<file path="src/rtl/stepper_ramp_gen_pkg.sv">
// Shared state encoding and default widths for the stepper step/dir ramp generator.
package stepper_ramp_gen_pkg;

    localparam int CNT_W_DEF     = 32;
    localparam int DIV_W_DEF     = 16;
    localparam int DIR_SETUP_DEF = 4;

    typedef enum logic [2:0] {
        ST_IDLE   = 3'd0,
        ST_SETUP  = 3'd1,
        ST_ACCEL  = 3'd2,
        ST_CRUISE = 3'd3,
        ST_DECEL  = 3'd4
    } state_e;

endpackage

</file>
<file path="src/rtl/stepper_ramp_gen_step_phase_timer.sv">
// Half-period down-counter: a load of N makes expired high during the N-th cycle after the load,
// so the owner acts on the clock edge exactly N cycles after loading.
module stepper_ramp_gen_step_phase_timer
    import stepper_ramp_gen_pkg::*;
#(
    parameter int DIV_W = DIV_W_DEF
) (
    input  logic             clk,
    input  logic             rst_n,
    input  logic             load,
    input  logic [DIV_W-1:0] load_val,
    output logic             expired
);

    logic [DIV_W-1:0] cnt_reg;

    always_ff @(posedge clk or negedge rst_n) begin
        if (!rst_n) begin
            cnt_reg <= '0;
        end else if (load) begin
            // A zero load behaves like a one-cycle phase rather than wrapping.
            cnt_reg <= (load_val == '0) ? '0 : load_val - DIV_W'(1);
        end else if (cnt_reg != '0) begin
            cnt_reg <= cnt_reg - DIV_W'(1);
        end
    end

    assign expired = (cnt_reg == '0);

endmodule

</file>
<file path="src/rtl/stepper_ramp_gen.sv">
// Step/dir generator for one stepper axis with a linear accel/cruise/decel profile,
// graceful abort and a start/busy/done handshake.
module stepper_ramp_gen
    import stepper_ramp_gen_pkg::*;
#(
    parameter int CNT_W     = CNT_W_DEF,
    parameter int DIV_W     = DIV_W_DEF,
    parameter int DIR_SETUP = DIR_SETUP_DEF
) (
    input  logic             clk,
    input  logic             rst_n,
    input  logic             start,
    input  logic             abort,
    input  logic             dir_in,
    input  logic [CNT_W-1:0] step_count,
    input  logic [DIV_W-1:0] cruise_half,
    input  logic [DIV_W-1:0] start_half,
    input  logic [DIV_W-1:0] ramp_delta,
    output logic             step,
    output logic             dir,
    output logic             busy,
    output logic             done,
    output logic             aborted,
    output logic [CNT_W-1:0] steps_done
);

    state_e           state_reg, state_next;
    logic             step_reg, step_next;
    logic             dir_reg, dir_next;
    logic             busy_reg, busy_next;
    logic             done_reg, done_next;
    logic             aborted_reg, aborted_next;
    logic             abort_pend_reg, abort_pend_next;
    logic [CNT_W-1:0] steps_done_reg, steps_done_next;
    logic [CNT_W-1:0] accel_steps_reg, accel_steps_next;
    logic [CNT_W-1:0] count_reg, count_next;
    logic [DIV_W-1:0] cur_half_reg, cur_half_next;
    logic [DIV_W-1:0] start_half_reg, start_half_next;
    logic [DIV_W-1:0] cruise_half_reg, cruise_half_next;
    logic [DIV_W-1:0] delta_reg, delta_next;

    logic             timer_load;
    logic [DIV_W-1:0] timer_val;
    logic             timer_expired;

    logic [DIV_W-1:0] start_nz, cruise_nz;
    logic [DIV_W:0]   dn_wide, up_wide;
    logic [DIV_W-1:0] ramp_dn, ramp_up, half_new;
    logic [CNT_W-1:0] remaining;
    logic             ramp_en, last_step;

    stepper_ramp_gen_step_phase_timer #(
        .DIV_W(DIV_W)
    ) u_timer (
        .clk      (clk),
        .rst_n    (rst_n),
        .load     (timer_load),
        .load_val (timer_val),
        .expired  (timer_expired)
    );

    assign start_nz  = (start_half == '0) ? DIV_W'(1) : start_half;
    assign cruise_nz = (cruise_half == '0) ? DIV_W'(1) : cruise_half;

    // Ramp arithmetic is done one bit wider so the saturation is exact.
    assign dn_wide = {1'b0, cur_half_reg} - {1'b0, delta_reg};
    assign up_wide = {1'b0, cur_half_reg} + {1'b0, delta_reg};
    assign ramp_dn = (dn_wide[DIV_W] || (dn_wide[DIV_W-1:0] < cruise_half_reg))
                     ? cruise_half_reg : dn_wide[DIV_W-1:0];
    assign ramp_up = (up_wide > {1'b0, start_half_reg}) ? start_half_reg : up_wide[DIV_W-1:0];

    assign ramp_en   = (delta_reg != '0) && (start_half_reg > cruise_half_reg);
    assign remaining = count_reg - steps_done_reg;
    assign last_step = (steps_done_reg == count_reg);

    always_comb begin
        state_next       = state_reg;
        step_next        = step_reg;
        dir_next         = dir_reg;
        busy_next        = busy_reg;
        done_next        = 1'b0;
        aborted_next     = aborted_reg;
        abort_pend_next  = abort_pend_reg;
        steps_done_next  = steps_done_reg;
        accel_steps_next = accel_steps_reg;
        count_next       = count_reg;
        cur_half_next    = cur_half_reg;
        start_half_next  = start_half_reg;
        cruise_half_next = cruise_half_reg;
        delta_next       = delta_reg;
        timer_load       = 1'b0;
        timer_val        = cur_half_reg;
        half_new         = cur_half_reg;

        case (state_reg)
            ST_IDLE: begin
                if (start) begin
                    count_next       = step_count;
                    start_half_next  = start_nz;
                    cruise_half_next = cruise_nz;
                    delta_next       = ramp_delta;
                    cur_half_next    = (start_nz > cruise_nz) ? start_nz : cruise_nz;
                    steps_done_next  = '0;
                    accel_steps_next = '0;
                    aborted_next     = 1'b0;
                    abort_pend_next  = 1'b0;
                    if (step_count == '0) begin
                        done_next = 1'b1;
                    end else begin
                        state_next = ST_SETUP;
                        busy_next  = 1'b1;
                        dir_next   = dir_in;
                        timer_load = 1'b1;
                        timer_val  = DIV_W'(DIR_SETUP);
                    end
                end
            end

            ST_SETUP: begin
                if (abort) begin
                    state_next   = ST_IDLE;
                    busy_next    = 1'b0;
                    done_next    = 1'b1;
                    aborted_next = 1'b1;
                end else if (timer_expired) begin
                    step_next       = 1'b1;
                    steps_done_next = steps_done_reg + CNT_W'(1);
                    timer_load      = 1'b1;
                    state_next      = ramp_en ? ST_ACCEL : ST_CRUISE;
                end
            end

            ST_ACCEL, ST_CRUISE, ST_DECEL: begin
                if (abort) begin
                    abort_pend_next = 1'b1;
                end
                if (timer_expired) begin
                    if (step_reg) begin
                        step_next  = 1'b0;
                        timer_load = 1'b1;
                    end else if (last_step) begin
                        state_next = ST_IDLE;
                        busy_next  = 1'b0;
                        done_next  = 1'b1;
                    end else if (abort_pend_reg || abort) begin
                        state_next   = ST_IDLE;
                        busy_next    = 1'b0;
                        done_next    = 1'b1;
                        aborted_next = 1'b1;
                    end else begin
                        case (state_reg)
                            ST_ACCEL: begin
                                // Triangle peak: the step just taken is repeated once going down,
                                // which keeps even-length triangles symmetric.
                                if (remaining <= accel_steps_reg + CNT_W'(1)) begin
                                    state_next = ST_DECEL;
                                end else begin
                                    half_new         = ramp_dn;
                                    accel_steps_next = accel_steps_reg + CNT_W'(1);
                                    if (ramp_dn == cruise_half_reg) begin
                                        state_next = ST_CRUISE;
                                    end
                                end
                            end
                            ST_CRUISE: begin
                                if (remaining <= accel_steps_reg) begin
                                    state_next = ST_DECEL;
                                    half_new   = ramp_up;
                                end
                            end
                            default: begin
                                half_new = ramp_up;
                            end
                        endcase
                        cur_half_next   = half_new;
                        step_next       = 1'b1;
                        steps_done_next = steps_done_reg + CNT_W'(1);
                        timer_load      = 1'b1;
                        timer_val       = half_new;
                    end
                end
            end

            default: begin
                state_next = ST_IDLE;
                step_next  = 1'b0;
                busy_next  = 1'b0;
            end
        endcase
    end

    always_ff @(posedge clk or negedge rst_n) begin
        if (!rst_n) begin
            state_reg       <= ST_IDLE;
            step_reg        <= 1'b0;
            dir_reg         <= 1'b0;
            busy_reg        <= 1'b0;
            done_reg        <= 1'b0;
            aborted_reg     <= 1'b0;
            abort_pend_reg  <= 1'b0;
            steps_done_reg  <= '0;
            accel_steps_reg <= '0;
            count_reg       <= '0;
            cur_half_reg    <= '0;
            start_half_reg  <= '0;
            cruise_half_reg <= '0;
            delta_reg       <= '0;
        end else begin
            state_reg       <= state_next;
            step_reg        <= step_next;
            dir_reg         <= dir_next;
            busy_reg        <= busy_next;
            done_reg        <= done_next;
            aborted_reg     <= aborted_next;
            abort_pend_reg  <= abort_pend_next;
            steps_done_reg  <= steps_done_next;
            accel_steps_reg <= accel_steps_next;
            count_reg       <= count_next;
            cur_half_reg    <= cur_half_next;
            start_half_reg  <= start_half_next;
            cruise_half_reg <= cruise_half_next;
            delta_reg       <= delta_next;
        end
    end

    assign step       = step_reg;
    assign dir        = dir_reg;
    assign busy       = busy_reg;
    assign done       = done_reg;
    assign aborted    = aborted_reg;
    assign steps_done = steps_done_reg;

endmodule

</file>
<file path="config.mk">
export PLATFORM = sky130hd
export DESIGN_NAME = stepper_ramp_gen
export DESIGN_NICKNAME = d
export VERILOG_FILES = /design/src/rtl/stepper_ramp_gen_pkg.sv /design/src/rtl/stepper_ramp_gen_step_phase_timer.sv /design/src/rtl/stepper_ramp_gen.sv
export SDC_FILE = /design/constraint.sdc
export NUM_CORES = 1
export LEC_CHECK = 0
export BUFFER_PORTS_ARGS = -buffer_cell sky130_fd_sc_hd__buf_2
export CAP_MARGIN = 20
export CORE_UTILIZATION = 25
export DETAILED_ROUTE_END_ITERATION = 7
export GPL_ROUTABILITY_DRIVEN = 0
export SYNTH_ARGS = -nofsm -noshare
export SYNTH_HDL_FRONTEND = slang
export SYNTH_SLANG_ARGS = --single-unit
</file>
<file path="constraint.sdc">
create_clock -name clk -period 8.6 [get_ports clk]
set_input_delay 0.86 -clock clk [delete_from_list [all_inputs] [get_ports clk]]
set_output_delay 0.86 -clock clk [all_outputs]
set_load 0.02 [all_outputs]
</file>
Word-level counts from Yosys, hierarchy flattened
Index checks and enable logic that the tools add are counted.
- add/subtract/negate cells: 7
- magnitude comparators: 6
- equal/unequal tests: 24
- mux-type cells: 87
- bitwise operators: 2
- reduce and logical (&&, ||, !) cells: 25
- operators with widths (kind ; number):
    $mux 32 ; 13
    $mux 16 ; 17
    $pmux 16 s2 ; 3
    $pmux 32 s3 ; 1
    $add 32x1->32 const B ; 2
    $le 32x32->1 ; 2
    $logic_not 16->1 ; 4
    $pmux 32 s2 ; 1
    $mux 1 ; 33
    $mux 3 ; 11
    $eq 32x32->1 ; 1
    $gt 16x16->1 ; 2
    $logic_not 32->1 ; 1
    $reduce_bool 16->1 ; 2
    $sub 16x1->16 const B ; 2
    $sub 32x32->32 ; 1
    $ne 2x2->1 const B ; 13
    $reduce_and 8->1 ; 3
    $add 16x16->17 ; 1
    $gt 17x16->1 ; 1
    $sub 16x16->17 ; 1
    $eq 16x16->1 ; 1
    $lt 16x16->1 ; 1
    $pmux 1 s3 ; 5
    21 further kinds ; 29
- bits in registers: 185
- bits of input ports: 85
- output and inout port bits: 37

Depth between registers and ports, before layout
Gate-level depths: netlist of the first run.
- word-level depth: 14
- mapped depth: 33
- mapped depth without buffers: 32

By module
From an unflattened synthesis of the first run, not the netlist that was laid out.
- cell total of the unflattened synthesis: 2108
- area total of the unflattened synthesis: 16758.6 um2
- modules (own cells, without submodules) (module ; times used ; cells each ; area each (um2) ; seq. area each (um2)):
    stepper_ramp_gen ; 1 ; 1971 ; 15547.4 ; 4229.1
    stepper_ramp_gen_step_phase_timer ; 1 ; 137 ; 1211.2 ; 400.4

Least setup slack after synthesis of the first run
No wires, ideal clock.
- path type: register to register
- from: register steps_done_reg[2], in the netlist steps_done[2]
- to: register u_timer.cnt_reg[14]
- setup time: 0.120 ns
- arrival time: 7.102 ns
- path slack: 1.379 ns
- cell stages (with the launch flop): 31
- buffers on the path: 1
- clock period less this slack: 7.221 ns
- path through: dfrtp_1 > inv_1 > ha_1 > nor2b_1 > o21ai_0 > a21boi_0 > o21ai_0 > a21oi_1 > o2111ai_1 > a311oi_1 > a211o_1 > a311o_1 > a21o_1 > a21oi_1 > o21ai_0 > xor2_1 > ha_1 > nand4_1 > or3_1 > or3_4 > or4_4 > o21ai_2 > buf_6 > a21oi_1 > or2_2 > a21oi_1 > ha_1 > nor3b_2 > nand3_1 > or4_1 > a31o_1
- cells in the longest elaborated chain, start to end: 12
- elaborated cells on any way between the ends: 21
- those cells by class: add/sub (2); order compare (2); eq/ne (1); mux (14); reduce/logical (2)
- ends and longest elaborated chain (what ; RTL line ; RTL):
    start, declared ; stepper_ramp_gen.sv:34 ; logic [CNT_W-1:0] steps_done_reg, steps_done_next;
    start signal, assigned ; stepper_ramp_gen.sv:216 ; steps_done_reg <= steps_done_next;
    $sub 32x32->32 ; stepper_ramp_gen.sv:73 ; assign remaining = count_reg - steps_done_reg;
    $le 32x32->1 (on tied branches) ; stepper_ramp_gen.sv:166, stepper_ramp_gen.sv:155 ;
    $mux 16 (on tied branches) ; stepper_ramp_gen.sv:166, stepper_ramp_gen.sv:155 ;
    $pmux 16 s2 ; stepper_ramp_gen.sv:151 ; case (state_reg)
    $mux 16 ; n/a ;
    $mux 16 ; stepper_ramp_gen.sv:141 ; end else if (last_step) begin
    $mux 16 ; stepper_ramp_gen.sv:138 ; if (step_reg) begin
    $mux 16 ; stepper_ramp_gen.sv:137 ; if (timer_expired) begin
    $pmux 16 s2 ; stepper_ramp_gen.sv:95 ; case (state_reg)
    $sub 16x1->16 or $logic_not 16->1 (tied branches) ; stepper_ramp_gen_step_phase_timer.sv:22 ; cnt_reg <= (load_val == '0) ? '0 : load_val - DIV_W'(1);
    $mux 16 ; stepper_ramp_gen_step_phase_timer.sv:22 ;
    $mux 16 ; stepper_ramp_gen_step_phase_timer.sv:20 ; end else if (load) begin
    end signal, assigned ; stepper_ramp_gen_step_phase_timer.sv:22 ;
    end signal, assigned ; stepper_ramp_gen_step_phase_timer.sv:24 ; cnt_reg <= cnt_reg - DIV_W'(1);
    end, declared ; stepper_ramp_gen_step_phase_timer.sv:15 ; logic [DIV_W-1:0] cnt_reg;
Several ways; a longest one is shown, not always the timed one.
A chain may end at the register's enable or synchronous reset.

Final worst setup path of the first run
- from: register steps_done_reg[0], in the netlist steps_done[0]
- to: register u_timer.cnt_reg[11]
The elaborated chain is that of the path after synthesis.

==> results by group, run 1 <==
Synthesis
  • Yosys top cell area share: between 20% and 30%
  • Synthesized area: between 15000 and 20000 um^2
  • Post-synth top flop: dfrtp_1
  • Mean post-synth cell area: slightly above 8 um^2
  • Post-synth cell types: 97
  • Syn_nets: approximately 2400
  • Sequential element share of the synthesized area: 27.0%
  • Register bit count reported by yosys: about 190
  • Post-synth top cells: nand2_1 (205), ha_1 (195), dfrtp_1 (185), o21ai_0 (185), inv_1 (173)
  • Number of synthesis warnings: 0
  • Post-synthesis cell count: 2118
  • Synth area leader: dfrtp_1
  • Post-synth EDFFs: 0
  • Ys async rst share: 100%
  • Largest cells by area after synthesis: dfrtp_1 (27%), ha_1 (14%), xnor2_1 (6.1%), o21ai_0 (5.4%), nand2_1 (4.5%)
  • Most frequent cell after synthesis: nand2_1

Clock tree
  • CTS Buf Count: 17
  • Setup Buffers After CTS: 0
  • Clock slew at reported path FFs: 0.08 ns
  • CTS tree: done
  • Root buf cell: clkbuf_16
  • CTS sink cnt: 185
  • Clk buf depth: 2
  • Number of H-tree levels: 4
  • Clock Latency Late Sink: about 0.48 ns

Die
  • Initial core utilization: 25.4%
  • Cell row count: 95
  • CORE AREA: between 60000 and 70000 um^2
  • IO Count: between 100 and 150
  • Die span in y: ~260 um
  • Die W: roughly 260 um
  • Die area: ~70000 um^2

Timing
  • Final critical-path required period: between 7 and 8 ns
  • Final hold violations: 0
  • Clk_skew: roughly 0.013 ns
  • Worst Tran Pin Value: 1.01 ns
  • Final WS setup: between 0.6 and 0.7 ns
  • Setup TNS after final layout: 0 ns
  • Final Setup Violations: 0
  • Rel. slew slack: between 30% and 40%
  • FMAX: between 100 and 150 MHz
  • RSZ-0062 raised after global routing: no
  • Max-slew violations: 0
  • Crit share post-route: between 90% and 100%
  • Hold Slack: 0.395 ns

Worst setup path
  • R2R setup slack: 0.65 ns
  • Worst R2R End: u_timer.cnt_reg[11]$_DFFE_PN0P_
  • Worst EP arrival: 8.33 ns
  • Worst r2r path cells: 30
  • WP data required: around 9 ns
  • CP dominant cell by count: o21ai_0
  • Critical path's slowest cell: or4_4
  • WS Path Type: flop to flop
  • Crit path launch type: flop
  • Nature of the critical path endpoint: flop
  • Reg2reg start: steps_done[0]$_DFFE_PN0P_
  • CP peak stage delay: just under 0.6 ns
  • CP Max Fanout: 13

Placement
  • Place WS: 0.602 ns
  • Port buffer count: between 100 and 150
  • DP HPWL: between 40000 and 50000 um

Global route
  • Largest net degree at the start of global routing: 97
  • First-pass GRT wire length: 87600 um
  • Initial antenna violation count: 3
  • Tot GR Track Use: between 15 and 20%
  • Vias in the first global route: around 15000
  • Global route overflow: 0

Route
  • DR iter-0 viols: 1382
  • DR WL/cell: about 18 um
  • Total number of vias: 15766
  • DR pass1 iterations: 7
  • Via/cell ratio: between 5 and 6
  • Post-Route WL: 55500 um
  • Antenna viol nets, final: 0
  • Drt drc: 0

Finish
  • Filler Cell Count: 7319
  • Layout cells sized above 1: a little under an eighth
  • Area delta synth->final: 12.2%
  • Post-layout net count: 2466

Min path
  • Class of the worst hold path: primary input to async pin

Status
  • Status: completed

Flow run
  • # Max-Cap Violations: 0
through the flow:
| step | area (um^2) | utilization, % | std cells |
|---|---|---|---|
| after global routing | 19200 | 28.5 | 3069 |
| after CTS | 19200 | 28.5 | 3067 |
| final | 19200 | 28.5 | 3071 |
| after global placement | 18600 | 27.6 | 3035 |
| after floorplan | 17200 | - | 2118 |
| after detailed placement | 18600 | 27.6 | 3035 |
layer usage:
metal,vias to the layer above,wire (um),track usage [%]
li1,7753,-,-
met1,7426,25500,21.7
met2,491,24800,25.0
met3,94,3440,2.79
met4,2,1800,6.11
met5,-,13,0
cells in the final DEF, fill, tap and decap left out, types with 16 or more instances in the layout:
cell | Yosys | routed
a211oi_1 | 25 | 24
a21o_1 | 29 | 29
a21oi_1 | 130 | 129
a31oi_1 | 20 | 20
and3_1 | 21 | 21
buf_2 | 12 | 120
buf_4 | 2 | 19
clkbuf_16 | 0 | 17
dfrtp_1 | 185 | 185
ha_1 | 195 | 195
inv_1 | 173 | 173
mux2_2 | 41 | 41
mux2i_1 | 17 | 17
nand2_1 | 205 | 205
nand2b_1 | 18 | 18
nand3_1 | 45 | 45
nand4_1 | 47 | 47
nor2_1 | 160 | 159
nor2b_1 | 25 | 25
nor3_1 | 54 | 53
nor4_1 | 34 | 34
o211ai_1 | 26 | 26
o21a_1 | 22 | 21
o21ai_0 | 185 | 183
o22ai_1 | 25 | 25
o31ai_1 | 17 | 17
or3_1 | 16 | 16
xnor2_1 | 120 | 120
xor2_1 | 23 | 23
what timing repair did:
item                       4_1_cts  5_1_grt
gates resized for setup          0        3
hold buffers                     0        0
setup endpoints to repair        0       16
hold endpoints to repair         0        0
area by class of cell:
type	count	area [um^2]	share of cell area (%)
Multi-Input combinational cell	1664	11500	59.8
Sequential cell	185	4630	24.1
Tap cell	873	1090	5.68
Timing Repair Buffer	140	757	3.93
Inverter	175	657	3.41
Clock buffer	17	425	2.21
Clock inverter	15	175	0.910
Antenna cell	2	5.00	0.0260
how the worst max path moves through the flow:
| stage | from | to | slack (ns) | cells after the start |
|---|---|---|---|---|
| floorplan | steps_done[2]$_DFFE_PN0P_ | u_timer.cnt_reg[14]$_DFFE_PN0P_ | 1.38 | 30 |
| global placement | steps_done[0]$_DFFE_PN0P_ | u_timer.cnt_reg[14]$_DFFE_PN0P_ | 0.75 | 30 |
| detailed placement | steps_done[0]$_DFFE_PN0P_ | u_timer.cnt_reg[8]$_DFFE_PN0P_ | 0.60 | 30 |
| CTS | steps_done[0]$_DFFE_PN0P_ | u_timer.cnt_reg[8]$_DFFE_PN0P_ | 0.57 | 30 |
| global route | steps_done[0]$_DFFE_PN0P_ | u_timer.cnt_reg[14]$_DFFE_PN0P_ | 0.07 | 30 |
| finish | steps_done[0]$_DFFE_PN0P_ | u_timer.cnt_reg[11]$_DFFE_PN0P_ | 0.65 | 30 |
cell families (layout without fill, tap and decap cells):
kind of cell,count (synthesis),count (layout),synth area share (%)
AO/OA/AOI/OAI,589,589,22.1
adder cells (fa/ha/maj),199,199,14.6
AND/OR/NAND/NOR,675,675,19.2
multiplexers,58,58,3.68
other,0,2,0
XOR/XNOR,143,143,7.30
buffers and inverters,269,347,6.10
flip-flops,185,185,27.0
critical path, delay by kind of cell, from the launching register on:
family | cells | cell delay [ns]
AND/OR/NAND/NOR | 8 | 2.29
adder cells (fa/ha/maj) | 3 | 0.99
AO/OA/AOI/OAI | 16 | 3.41
buffers and inverters | 1 | 0.25
flip-flops | 1 | 0.45
multiplexers | 1 | 0.34
XOR/XNOR | 1 | 0.13
Power of run 1 is left out: the tool's default activity adds up to more than one toggle a clock period on the data nets, which glitch-free logic cannot reach.
==> inputs of run 2 (changes only) <==
--- a/config.mk
+++ b/config.mk
@@ -12,4 +12,5 @@
 export GPL_ROUTABILITY_DRIVEN = 0
 export SYNTH_ARGS = -nofsm -noshare
 export SYNTH_HDL_FRONTEND = slang
+export SYNTH_HIERARCHICAL = 1
 export SYNTH_SLANG_ARGS = --single-unit
==> results by group, run 2 <==
Synthesis
  • Post-synth EDFFs: 0 (unchanged)
  • Post-synth top flop: dfrtp_1 (unchanged)
  • Ys async rst share: 100% (unchanged)
  • Largest cells by area after synthesis: dfrtp_1 (28%), ha_1 (15%), nand2_1 (6.5%), xnor2_1 (5.6%), o21ai_0 (5.5%) (was dfrtp_1 (27%), ha_1 (14%), xnor2_1 (6.1%), o21ai_0 (5.4%), nand2_1 (4.5%))
  • Most frequent cell after synthesis: nand2_1 (unchanged)
  • Sequential element share of the synthesized area: 27.6% (was 27.0%)
  • Yosys top cell area share: 27.6% (was 27.0%)
  • Syn_nets: 2391 (was 2401)
  • Post-synth top cells: nand2_1 (291), ha_1 (195), dfrtp_1 (185) (was nand2_1 (205), ha_1 (195), dfrtp_1 (185), o21ai_0 (185), inv_1 (173))
  • Mean post-synth cell area: 7.95 um^2 (was 8.10 um^2)
  • Synth area leader: dfrtp_1 (unchanged)
  • Register bit count reported by yosys: 185 (unchanged)
  • Synthesized area: 16800 um^2 (was 17200 um^2)
  • Post-synthesis cell count: 2108 (was 2118)
  • Post-synth cell types: 92 (was 97)
  • Number of synthesis warnings: 6 (was 0)

Global route
  • Initial antenna violation count: 2 (was 3)
  • Vias in the first global route: 14576 (was 15076)
  • Largest net degree at the start of global routing: 74 (was 97)
  • Global route overflow: 0 (unchanged)
  • Tot GR Track Use: 15.7% (was 16.0%)
  • First-pass GRT wire length: 82800 um (was 87600 um)

Worst setup path
  • Critical path's slowest cell: o31ai_1 (was or4_4)
  • CP dominant cell by count: a21oi_1 (was o21ai_0)
  • Nature of the critical path endpoint: flop (unchanged)
  • CP Max Fanout: 14 (was 13)
  • WS Path Type: flop to flop (unchanged)
  • Buf/Inv on CP: 2 (was 1)
  • Top delay family on crit path: compound AO/OA/AOI/OAI gates (unchanged)
  • WP data required: 8.94 ns (was 8.98 ns)
  • Worst EP arrival: 8.21 ns (was 8.33 ns)
  • Crit path launch type: flop (unchanged)
  • CP peak stage delay: 0.50 ns (was 0.58 ns)

Finish
  • Area delta synth->final: 12.4% (was 12.2%)
  • Commonest non-fill, non-tap cell in the layout: nand2_1 (unchanged)
  • Most frequent cells in the layout: nand2_1 (290), ha_1 (195), dfrtp_1 (185) (was nand2_1 (205), ha_1 (195), dfrtp_1 (185))
  • Ant diodes: 0 (was 2)
  • Layout cells sized above 1: 10.0% (was 11.5%)
  • Post-layout net count: 2455 (was 2466)

Timing
  • Max-slew violations: 0 (unchanged)
  • Rel. slew slack: 28.4% (was 30.6%)
  • Crit share post-route: 91.5% (was 92.4%)
  • Setup TNS after final layout: 0 ns (unchanged)
  • Clk_skew: 0.0176 ns (was 0.0131 ns)
  • Final hold violations: 0 (unchanged)
  • Worst Tran Pin Value: 1.06 ns (was 1.01 ns)
  • Final Setup Violations: 0 (unchanged)
  • RSZ-0062 raised after global routing: no (unchanged)
  • FMAX: 127 MHz (was 126 MHz)
  • Final critical-path required period: 7.87 ns (was 7.95 ns)

Route
  • Via/cell ratio: 5.07 (was 5.13)
  • Post-Route WL: 53400 um (was 55500 um)
  • DR WL/cell: 17.5 um (was 18.1 um)
  • DR iter-0 viols: 1391 (was 1382)
  • Drt drc: 9 (was 0)
  • DR pass1 iterations: 7 (unchanged)
  • Total number of vias: 15462 (was 15766)
  • Antenna viol nets, final: 0 (unchanged)

Flow run
  • # Max-Cap Violations: 0 (unchanged)

Clock tree
  • Root buf cell: clkbuf_16 (unchanged)
  • CTS Buf Count: 17 (unchanged)
  • CTS tree: done (unchanged)
  • CTS sink cnt: 185 (unchanged)
  • Clock slew at reported path FFs: 0.09 ns (was 0.08 ns)
  • Setup Buffers After CTS: 0 (unchanged)
  • Number of H-tree levels: 4 (unchanged)
  • Clock Latency Late Sink: 0.48 ns (about the same)
  • Clk buf depth: 2 (unchanged)

Die
  • Cell row count: 94 (was 95)
  • Initial core utilization: 25.4% (about the same)
  • Die span in y: 261 um (was 264 um)
  • Die area: 68100 um^2 (was 69700 um^2)
  • CORE AREA: 66100 um^2 (was 67500 um^2)
  • IO Count: 122 (unchanged)
  • Die W: 261 um (was 264 um)

Placement
  • Port buffer count: 121 (unchanged)
  • DP HPWL: 42100 um (was 44100 um)

Status
  • Violated checks: design-rule violations
  • Status: complete, but fails checks (was completed)

Min path
  • Class of the worst hold path: primary input to async pin (unchanged)
-- run 2: cell types whose count changed after synthesis, sizes merged, moves of 13 or more --
cell	before	now
xnor2	120	107
nor2	160	128
nand2	206	291
nand4	48	35
nand3	45	67
mux2	41	12
a21oi	131	114
-- run 2: layout make-up --
| type | count | area (um^2) |
|---|---|---|
| sequential | 185 | 4630 |
| timing repair buffer | 139 | 749 |
| inverter | 164 | 616 |
| multi-input combinational | 1665 | 11200 |
| clock buffer | 18 | 439 |
| clock inverter | 14 | 160 |
| tap | 864 | 1080 |
| fill | 7216 | 47300 |
-- run 2: stage by stage --
stage | cells | setup WS, ns | hold WS (ns) | instance area [um^2] | utilization, %
after floorplan | 2108 | 1.97 | 0.450 | 16800 | -
after global placement | 3017 | 0.844 | 0.463 | 18200 | 27.6
after detailed placement | 3017 | 0.685 | 0.468 | 18200 | 27.6
after CTS | 3049 | 0.614 | 0.410 | 18800 | 28.5
after global routing | 3049 | 0.0676 | 0.423 | 18800 | 28.5
final | 3049 | 0.727 | 0.396 | 18800 | 28.5
-- run 2: repair_timing --
item                                    4_1_cts  5_1_grt
gates resized for setup                       0        1
hold buffers                                  0        0
endpoints found under the setup margin        0       12
-- run 2: cell families (layout without fill, tap and decap cells) --
group | count (synthesis) | in the layout | share of synthesized area [%]
DFF | 185 | 185 | 27.6
buffers and inverters | 258 | 335 | 5.96
adders and majority gates | 198 | 198 | 14.9
xor gates and xnor gates | 137 | 137 | 7.24
AOI/OAI and AO/OA | 530 | 530 | 20.0
and+or+nand+nor | 771 | 771 | 22.4
muxes | 29 | 29 | 1.82
-- run 2: worst paths after layout --
kind / startpoint / endpoint / slack (ns) / cells past startpoint
min: rst_n / steps_done[29]$_DFFE_PN0P_ / 0.40 / 1
max in group asynchronous: rst_n / delta_reg[15]$_DFFE_PN0P_ / 6.76 / 2
max: steps_done[1]$_DFFE_PN0P_ / u_timer/cnt_reg[15]$_DFFE_PN0P_ / 0.73 / 30
min reg2reg: count_reg[17]$_DFFE_PN0P_ / count_reg[17]$_DFFE_PN0P_ / 0.48 / 2
min in group clk: count_reg[17]$_DFFE_PN0P_ / count_reg[17]$_DFFE_PN0P_ / 0.48 / 2
max reg2reg: steps_done[1]$_DFFE_PN0P_ / u_timer/cnt_reg[15]$_DFFE_PN0P_ / 0.73 / 30
-- run 2: metal layers --
metal	wire length, um	global-route usage [%]	vias to the layer above	part of all wire, %
li1	-	-	7627	-
met1	25200	21.9	7307	47
met2	23800	25.0	475	45
met3	3590	2.98	49	6.7
met4	756	3.23	4	1.4
met5	24	0	-	0.045
-- run 2: worst reg2reg max path: cells and delay by family, from the launching register on --
| family | cells | cell delay, ns |
|---|---|---|
| AO/OA/AOI/OAI | 17 | 3.98 |
| AND/OR/NAND/NOR | 7 | 1.99 |
| adder cells (fa/ha/maj) | 3 | 0.85 |
| flip-flops | 1 | 0.48 |
| XOR/XNOR | 1 | 0.24 |
| buffers and inverters | 2 | 0.19 |
Power of run 2 is left out for the same reason.
